`src/rtl/led_fx_scheduler.sv`:
```
// led_fx_scheduler: owns the 16-LED bar and shares it between game events.
// Dying (level), hit (pulse) and round-win (pulse) requests are latched,
// arbitrated by fixed priority (win > p1 hit > p2 hit > dying > idle) and
// played back as timed patterns paced by an internal tick prescaler.
//
// Ports:
//   clk         board clock
//   rst_n       asynchronous active-low reset
//   p1_dying    level, player 1 is dying
//   p2_dying    level, player 2 is dying
//   p1_hit      pulse, player 1 took a hit
//   p2_hit      pulse, player 2 took a hit
//   win_req     pulse, round won
//   win_player  sampled with win_req (0 = P1, 1 = P2)
//   led         registered LED drive
//   busy        high while a hit or win pattern is playing
//   state       current FSM state (debug)
module led_fx_scheduler #(
  parameter int unsigned TICK_DIV  = 10_000_000,
  parameter int unsigned HIT_TICKS = 4,
  parameter int unsigned WIN_TICKS = 16
) (
  input  logic        clk,
  input  logic        rst_n,
  input  logic        p1_dying,
  input  logic        p2_dying,
  input  logic        p1_hit,
  input  logic        p2_hit,
  input  logic        win_req,
  input  logic        win_player,
  output logic [15:0] led,
  output logic        busy,
  output logic [1:0]  state
);

  localparam int unsigned PW = (TICK_DIV > 2) ? $clog2(TICK_DIV) : 1;
  localparam logic [PW-1:0] TickMax = PW'(TICK_DIV - 1);
  localparam logic [3:0]    HitLast = 4'(HIT_TICKS - 1);
  localparam logic [3:0]    WinLast = 4'(WIN_TICKS - 1);

  typedef enum logic [1:0] {
    StIdle  = 2'd0,
    StDying = 2'd1,
    StHit   = 2'd2,
    StWin   = 2'd3
  } state_e;

  state_e        state_q, state_d;
  logic [15:0]   led_q, led_d;
  logic [PW-1:0] presc_q, presc_d;
  logic [3:0]    step_q, step_d;
  logic          phase_q, phase_d;
  logic          pend1_q, pend1_d;
  logic          pend2_q, pend2_d;
  logic          pend_win_q, pend_win_d;
  logic          win_p2_q, win_p2_d;
  logic          hit_p2_q, hit_p2_d;

  logic tick, win_ok, eff_win, eff_win_p2, eff1, eff2, any_dying, arb;

  always_comb begin
    tick      = (presc_q == TickMax);
    any_dying = p1_dying | p2_dying;

    // A win request arriving while a win is already playing is dropped.
    win_ok     = win_req & (state_q != StWin);
    eff_win    = pend_win_q | win_ok;
    eff_win_p2 = win_ok ? win_player : win_p2_q;

    // Hits raised during a win belong to the finished round and are discarded.
    eff1 = (pend1_q | p1_hit) & (state_q != StWin);
    eff2 = (pend2_q | p2_hit) & (state_q != StWin);

    // Arbitration: continuous in idle/dying, win preemption or pattern end
    // in hit, pattern end only in win.
    arb = (state_q == StIdle) || (state_q == StDying)
       || ((state_q == StHit) && (eff_win || (tick && step_q == HitLast)))
       || ((state_q == StWin) && tick && step_q == WinLast);

    state_d    = state_q;
    presc_d    = tick ? '0 : presc_q + PW'(1);
    step_d     = step_q;
    phase_d    = phase_q;
    pend1_d    = eff1;
    pend2_d    = eff2;
    pend_win_d = eff_win;
    win_p2_d   = eff_win_p2;
    hit_p2_d   = hit_p2_q;

    if (tick && (state_q == StHit || state_q == StWin)) step_d = step_q + 4'd1;
    if (tick && state_q == StDying) phase_d = ~phase_q;

    if (arb) begin
      if (eff_win) begin
        state_d    = StWin;
        presc_d    = '0;
        step_d     = '0;
        pend_win_d = 1'b0;
        pend1_d    = 1'b0;
        pend2_d    = 1'b0;
      end else if (eff1 || eff2) begin
        // Entry (or back-to-back re-entry) restarts the pattern.
        state_d  = StHit;
        presc_d  = '0;
        step_d   = '0;
        hit_p2_d = ~eff1;
        pend1_d  = 1'b0;
        pend2_d  = eff1 & eff2;
      end else if (any_dying) begin
        state_d = StDying;
        if (state_q != StDying) begin
          presc_d = '0;
          phase_d = 1'b0;
        end
      end else begin
        state_d = StIdle;
      end
    end
  end

  always_comb begin
    led_d = '0;
    unique case (state_q)
      StIdle:  led_d = '0;
      StDying: begin
        led_d[15] = phase_q & p1_dying;
        led_d[0]  = phase_q & p2_dying;
      end
      StHit:   led_d = step_q[0] ? 16'h0000 : (hit_p2_q ? 16'h00FF : 16'hFF00);
      StWin:   led_d = win_p2_q ? (16'h0001 << step_q) : (16'h8000 >> step_q);
      default: led_d = '0;
    endcase
  end

  always_ff @(posedge clk or negedge rst_n) begin
    if (!rst_n) begin
      state_q    <= StIdle;
      led_q      <= '0;
      presc_q    <= '0;
      step_q     <= '0;
      phase_q    <= 1'b0;
      pend1_q    <= 1'b0;
      pend2_q    <= 1'b0;
      pend_win_q <= 1'b0;
      win_p2_q   <= 1'b0;
      hit_p2_q   <= 1'b0;
    end else begin
      state_q    <= state_d;
      led_q      <= led_d;
      presc_q    <= presc_d;
      step_q     <= step_d;
      phase_q    <= phase_d;
      pend1_q    <= pend1_d;
      pend2_q    <= pend2_d;
      pend_win_q <= pend_win_d;
      win_p2_q   <= win_p2_d;
      hit_p2_q   <= hit_p2_d;
    end
  end

  assign led   = led_q;
  assign busy  = (state_q == StHit) || (state_q == StWin);
  assign state = state_q;

endmodule

```
`config.mk`:
```
export PLATFORM = sky130hd
export DESIGN_NAME = led_fx_scheduler
export DESIGN_NICKNAME = d
export VERILOG_FILES = /design/src/rtl/led_fx_scheduler.sv
export SDC_FILE = /design/constraint.sdc
export NUM_CORES = 1
export LEC_CHECK = 0
export BUFFER_PORTS_ARGS = -buffer_cell sky130_fd_sc_hd__buf_2
export CORE_ASPECT_RATIO = 1.25
export CORE_MARGIN = 2
export CORE_UTILIZATION = 45
export DETAILED_ROUTE_END_ITERATION = 16
export GPL_ROUTABILITY_DRIVEN = 0
export GPL_TIMING_DRIVEN = 0
export PLACE_DENSITY = 0.66
export SKIP_CTS_REPAIR_TIMING = 1
export SYNTH_ARGS = -nofsm -noshare
export SYNTH_HDL_FRONTEND = slang
export SYNTH_SLANG_ARGS = --single-unit
```
`constraint.sdc`:
```
create_clock -name clk -period 3.3 [get_ports clk]
set_clock_uncertainty 0.15 [all_clocks]
set_input_delay 0.66 -clock clk [delete_from_list [all_inputs] [get_ports clk]]
set_output_delay 0.66 -clock clk [all_outputs]
set_load 0.1 [all_outputs]
```
==> run summary, run 1 <==
status = finished, final reports clean
Worst R2R Path Depth = 5
Boundary Pins = 27
Fill cells = 555
Synth cell types = 42
EDFF count, synth = 0
Mapped Cells = 287
Die H = 90.6 µm
Hold Slack = 346 ps
clock sinks = 52
DIE WIDTH = 73.3 µm
clock tree buffer depth = 2
Setup TNS = 0 ps
largest net degree at the start of global routing = 53
number of global-route vias before repair = 2001
Worst Path Required = 2490 ps
max-slew violations = 0
final wirelength = 5710 µm
critical path's largest stage delay = 410 ps
DIE AREA = 0.00664 mm²
fraction of layout cells with a size suffix above 1 = 11.8%
DRC violations left = 0
diode count = 0
initial antenna violation count = 0
CP arrival = 1600 ps
Hold Path Depth = 1
number of port buffers = 26
Critical Path Most Common Cell = clkbuf_1
Yosys warning count = 0
sequential-to-total area share from yosys stat = 48.2%
CP max FO = 10
Routed Antenna Nets = 0
Setup Viol. Count Final = 0
final hold vios = 0
Core Region = 0.00582 mm²
Async S/R FF share, synth = 100%
Rows = 31
leading cell types by count after synthesis = 52 x dfrtp_1, 45 x nor2_1, 19 x o21ai_0
CTS clock-pin slew for the worst setup and hold paths = 90 ps
global-route wire length before repair = 9310 µm
net count after synthesis = 302
gr usage total = 17.6%
Syn Area/Cell = 9.41 µm²
grt ovf = 0
pre-CTS WS = 687 ps
WL per Instance = 14.8 µm
Power Dens Cells = 786 mW/mm²
dominant cells by area after synthesis = dfrtp_1 48%, nor2_1 6.3%, xor2_1 5.2%
Startpoint Class = flop
top cell type by total area after synthesis = dfrtp_1
Mapped Area = 0.00270 mm²
maximum VDD drop = 0.404 mV
Max-Cap Viols = 0
routed via count = 2233
Hold Path End = presc_q[0]
slew margin rel. = 26.0%
top_reg_cell synth = dfrtp_1
H-tree Lvls = 2
worst setup path class = reg -> out
post-route worst setup slack = 885 ps
area share of the largest cell type after synthesis = 48.2%
RR Endpoint = phase_q
Initial Util = 46.4%
Nets = 335
vias per inst = 5.77
R2R setup slack = 1020 ps
DR iter-0 viols = 175
clk root buf = clkbuf_8
Slowest-stage cell, CP = dfrtp_1
RSZ-0062 raised after global routing = false
Tmin final = 2410 ps
Worst Hold Class = reg -> reg
worst skew pair latency = 310 ps
Worst R2R Start = pend1_q
Hold Path Origin = presc_q[0]
Slew @ Worst Pin = 1110 ps
static leakage = 0.00139 µW
Bufs and invs on worst path = 3
CP Capture Type = output port
Tcrit/Tclk final = 73.2%
CP Cell Sequence = clkbuf_1 -> clkbuf_1 -> buf_2
Area growth syn-to-layout = 12.1%
DP Wirelength = 4040 µm
CTS tree = built
f_max = 414 MHz
flops & latches, synth = 52
delay-heaviest family, CP = buffers and inverters
Num CTS Buffers = 5
DRT Pass-1 Iters = 4
count leader, synth = dfrtp_1
-- worst reg2reg max path, delay by kind of cell (launching register included) --
| kind | cells | cell delay, ps |
|---|---|---|
| AOI/OAI and AO/OA | 4 | 990 |
| DFF | 1 | 400 |
| and+or+nand+nor | 1 | 620 |
-- metal layers --
metal	up-vias	track usage, %	wire [µm]
met4	0	6.82	150
met3	13	3.46	204
met5	-	0	0
li1	1098	-	-
met2	54	29.4	2780
met1	1068	22.1	2570
-- kinds of logic (layout without fill, tap and decap cells) --
| kind of cell | count (synthesis) | after routing | share of synthesized area [%] |
|---|---|---|---|
| and+or+nand+nor | 124 | 124 | 23.4 |
| AOI/OAI and AO/OA | 57 | 57 | 13.7 |
| DFF | 52 | 52 | 48.2 |
| xor gates and xnor gates | 22 | 22 | 7.13 |
| buffers and inverters | 22 | 56 | 3.24 |
| adders and majority gates | 7 | 7 | 3.24 |
| muxes | 3 | 3 | 1.16 |
-- area by class of cell --
type	instances	area [µm²]	area share, %
Buffer	14	57.6	1.90
Sequential cell	52	1300	43.0
Clock buffer	5	68.8	2.27
Inverter	8	30.0	0.991
Multi-Input combinational cell	213	1310	43.3
Timing Repair Buffer	26	130	4.30
Clock inverter	3	46.3	1.53
Tap cell	66	82.6	2.73
-- flip-flops by register name, indices dropped and copies added (netlist names) --
| signal | cells |
|---|---|
| pend1_q | 1 |
| pend_win_q | 1 |
| led | 16 |
| win_p2_q | 1 |
| presc_q | 24 |
| step_q | 4 |
| state | 2 |
| hit_p2_q | 1 |
| phase_q | 1 |
| pend2_q | 1 |
-- how the worst max path moves through the flow --
stage                          start           to  depth (start not counted)
after floorplan             state[1]         busy                          2
after global placement        p1_hit      phase_q                          6
after detailed placement      p1_hit      phase_q                          6
after CTS                   state[1]         busy                          3
after global routing      presc_q[0]  presc_q[14]                          7
final                       state[1]         busy                          3
-- placed cells by master (no fill, tap or decap), types with 2 or more instances in the layout --
cell type  netlist  layout
mux2i_1          2       2
o21ai_0         19      19
ha_1             7       7
nand2_1         14      14
o21a_1           2       2
nand4_1         11      11
nor2_1          45      45
and4_1           4       4
and3_1           4       4
and2_1           2       2
nor4_1           5       5
buf_2            1      27
nand3_1         18      18
nor2b_1          6       6
o22ai_1          2       2
a31oi_1          9       9
a2bb2oi_1        2       2
nor3_1           4       4
clkbuf_1        12      12
a21o_1           3       3
or4_1            3       3
a32oi_1          8       8
clkbuf_8         0       5
xor2_1          16      16
inv_1            8       8
xnor2_1          6       6
dfrtp_1         52      52
nor3b_1          3       3
a21oi_1          5       5
-- report_power, final --
group / total (µW) / switching, µW / internal, µW
registers: 854 / 91.0 / 763
logic: 1080 / 831 / 246
clock network: 450 / 221 / 229
total: 2380 / 1140 / 1240
-- metrics by stage --
stage	instance area (µm²)	utilization, %	power [µW]	std cells
after global placement	2910	50.1	1930	379
after CTS	3030	52.1	2390	387
final	3030	52.1	2380	387
after global routing	3030	52.1	2520	387
after detailed placement	2910	50.1	1940	379
after floorplan	2700	-	1720	287
(Power assumes the default switching activity.)
==> inputs of run 2 (changes only) <==
--- a/config.mk
+++ b/config.mk
@@ -5,6 +5,7 @@
 export SDC_FILE = /design/constraint.sdc
 export NUM_CORES = 1
 export LEC_CHECK = 0
+export ABC_AREA = 1
 export BUFFER_PORTS_ARGS = -buffer_cell sky130_fd_sc_hd__buf_2
 export CORE_ASPECT_RATIO = 1.25
 export CORE_MARGIN = 2
@@ -12,7 +13,7 @@
 export DETAILED_ROUTE_END_ITERATION = 16
 export GPL_ROUTABILITY_DRIVEN = 0
 export GPL_TIMING_DRIVEN = 0
-export PLACE_DENSITY = 0.66
+export PLACE_DENSITY = 0.67
 export SKIP_CTS_REPAIR_TIMING = 1
 export SYNTH_ARGS = -nofsm -noshare
 export SYNTH_HDL_FRONTEND = slang
==> constraint.sdc (replaced) <==
create_clock -name clk -period 2.2 [get_ports clk]
set_clock_uncertainty 0.15 [all_clocks]
set_input_delay 0.44 -clock clk [delete_from_list [all_inputs] [get_ports clk]]
set_output_delay 0.44 -clock clk [all_outputs]
set_load 0.1 [all_outputs]
==> run summary, run 2 <==
status = finished, final reports clean
clk root buf = clkbuf_8
fraction of layout cells with a size suffix above 1 = 21.6%
Worst R2R Start = presc_q[0]
Nets = 444
final wirelength = 6730 µm
Worst Hold Class = in -> async
WL per Instance = 13.0 µm
Simple-Gate Fraction of Synth Area = 33.4%
CTS tree = built
Initial Util = 46.4%
CTS clock-pin slew for the worst setup and hold paths = 100 ps
Mapped Area = 0.00324 mm²
CP Launch Point = presc_q[0]
Post-Synth Adder-Cell Area = 2.71%
Setup TNS = 0 ps
count leader, synth = nand2_1
Slew @ Worst Pin = 1130 ps
EDFF count, synth = 0
max-slew violations = 0
CP arrival = 2090 ps
RSZ-0062 raised after global routing = false
Die H = 98.8 µm
worst skew pair latency = 300 ps
clock tree buffer depth = 2
grt ovf = 0
Power Dens Cells = 432 mW/mm²
critical path's largest stage delay = 410 ps
maximum VDD drop = 0.235 mV
leading cell types by count after synthesis = 83 x nand2_1, 52 x dfrtp_1, 39 x inv_1
Startpoint Class = flop
global-route wire length before repair = 11600 µm
top cell type by total area after synthesis = dfrtp_1
f_max = 486 MHz
Worst Path Required = 2230 ps
Yosys warning count = 0
R2R setup slack = 140 ps
max reg flops = 24
diode count = 0
placed cell areas = 0.00348 mm²
DIE WIDTH = 79.8 µm
worst setup path class = reg -> reg
DIE AREA = 0.00789 mm²
Setup Viol. Count Final = 0
vias per inst = 5.06
flops & latches, synth = 52
final hold vios = 0
CP Capture Type = flop
compound-gate portion of the synthesized area = 9.51%
Final Instance Count excl. Fillers = 520
largest net degree at the start of global routing = 53
Core Region = 0.00698 mm²
Area growth syn-to-layout = 10.6%
largest family of logic cells by synthesized area = simple AND/OR/NAND/NOR gates
CP Cell Sequence = ha_2 -> nand3_2 -> clkinv_2 -> nand2_4 -> nor2_8 -> nand3_4 -> nand2_4 -> o21ai_4 -> nand2_4 -> buf_12 -> nor2_4
dominant cells by area after synthesis = dfrtp_1 40%, nand2_1 9.6%, nor2_4 7.7%
post-synthesis mux area share = 0%
DRC violations left = 0
Synth cell types = 36
Rows = 34
CP max FO = 10
post-synthesis xor/xnor area fraction = 4.87%
Num CTS Buffers = 5
slew margin rel. = 24.6%
most frequent cells in the layout = 83 x nand2_1, 50 x dfrtp_1, 39 x inv_1
Placed Cells = 512
Top reg by flops = presc_q
Max-Cap Viols = 0
Syn Area/Cell = 8.17 µm²
Tmin final = 2060 ps
Critical Path Most Common Cell = nand2_4
DR iter-0 viols = 149
static leakage = 0.00178 µW
Boundary Pins = 27
sequential-to-total area share from yosys stat = 40.2%
top_reg_cell synth = dfrtp_1
routed via count = 2633
Mapped Cells = 396
Routed Antenna Nets = 0
clock sinks = 52
number of port buffers = 26
net count after synthesis = 411
number of global-route vias before repair = 2519
DP Wirelength = 5160 µm
Tcrit/Tclk final = 93.5%
Slowest-stage cell, CP = dfrtp_1
initial antenna violation count = 0
cell area after layout = 0.00358 mm²
area share of the largest cell type after synthesis = 40.2%
H-tree Lvls = 2
Hold Slack = 205 ps
DRT Pass-1 Iters = 4
most common cell after layout, fill and taps aside = nand2_1
gr usage total = 18.3%
Async S/R FF share, synth = 100%
## run 2: cell types whose count changed after synthesis, sizes merged, moves of 7 or more
cell	delta
clkbuf	-8
a21oi	+14
o21ai	+7
nor2	+16
nor3	+7
a32oi	-8
nand2	+75
inv	+41
## run 2: power breakdown
group | total, µW | internal, µW | leakage (µW) | switching [µW]
Clock | 563 | 252 | 0.0000510 | 311
Combinational | 27.5 | 5.58 | 0.00104 | 21.9
Sequential | 955 | 955 | 0.000691 | 0
Total | 1550 | 1210 | 0.00178 | 333
## run 2: critical path, delay by kind of cell, from the launching register on
| kind | cells | cell delay (ps) |
|---|---|---|
| flip-flops | 1 | 410 |
| AND/OR/NAND/NOR | 7 | 710 |
| adder cells (fa/ha/maj) | 1 | 240 |
| AO/OA/AOI/OAI | 1 | 80 |
| buffers and inverters | 2 | 340 |
## run 2: through the flow
stage               utilization, %  total power [µW]  setup WS (ps)
CTS                           51.2              1570            117
global placement              49.9              1000            151
finish                        51.3              1550            143
global route                  51.3              1610           42.0
floorplan                        -               977            125
detailed placement            49.9              1000            146
## run 2: cell type report
cell class	instances	area, µm²
clock buffers	6	82.6
fillers	714	3400
clock inverters	2	10.0
inverters	55	209
flip-flops and latches	52	1300
repair buffers	26	130
well taps	90	113
plain buffers	11	92.6
multi-input cells	278	1640
## run 2: cells by family (layout without fill, tap and decap cells)
group / after synthesis / count (layout)
flops: 52 / 52
compound gates: 55 / 55
fa+ha+maj: 7 / 7
xor+xnor: 18 / 18
simple gates: 198 / 198
buf+inv: 66 / 100
## run 2: path summary, 6_finish.rpt
| check | cells past startpoint | to |
|---|---|---|
| worst max-delay path | 11 | presc_q[20] |
| worst min-delay path | 1 | presc_q[9] |
| worst max register to register | 11 | presc_q[20] |
| worst min register to register | 1 | presc_q[0] |
| max in group asynchronous | 1 | state[0] |
| min in group clk | 3 | win_p2_q |
## run 2: layer usage
metal	vias to the layer above	global-route usage, %	part of all wire, %
li1	1333	-	-
met1	1246	24.6	46
met2	50	30.4	50
met3	4	3.02	3.1
met4	0	5.35	0.89
met5	-	0	0
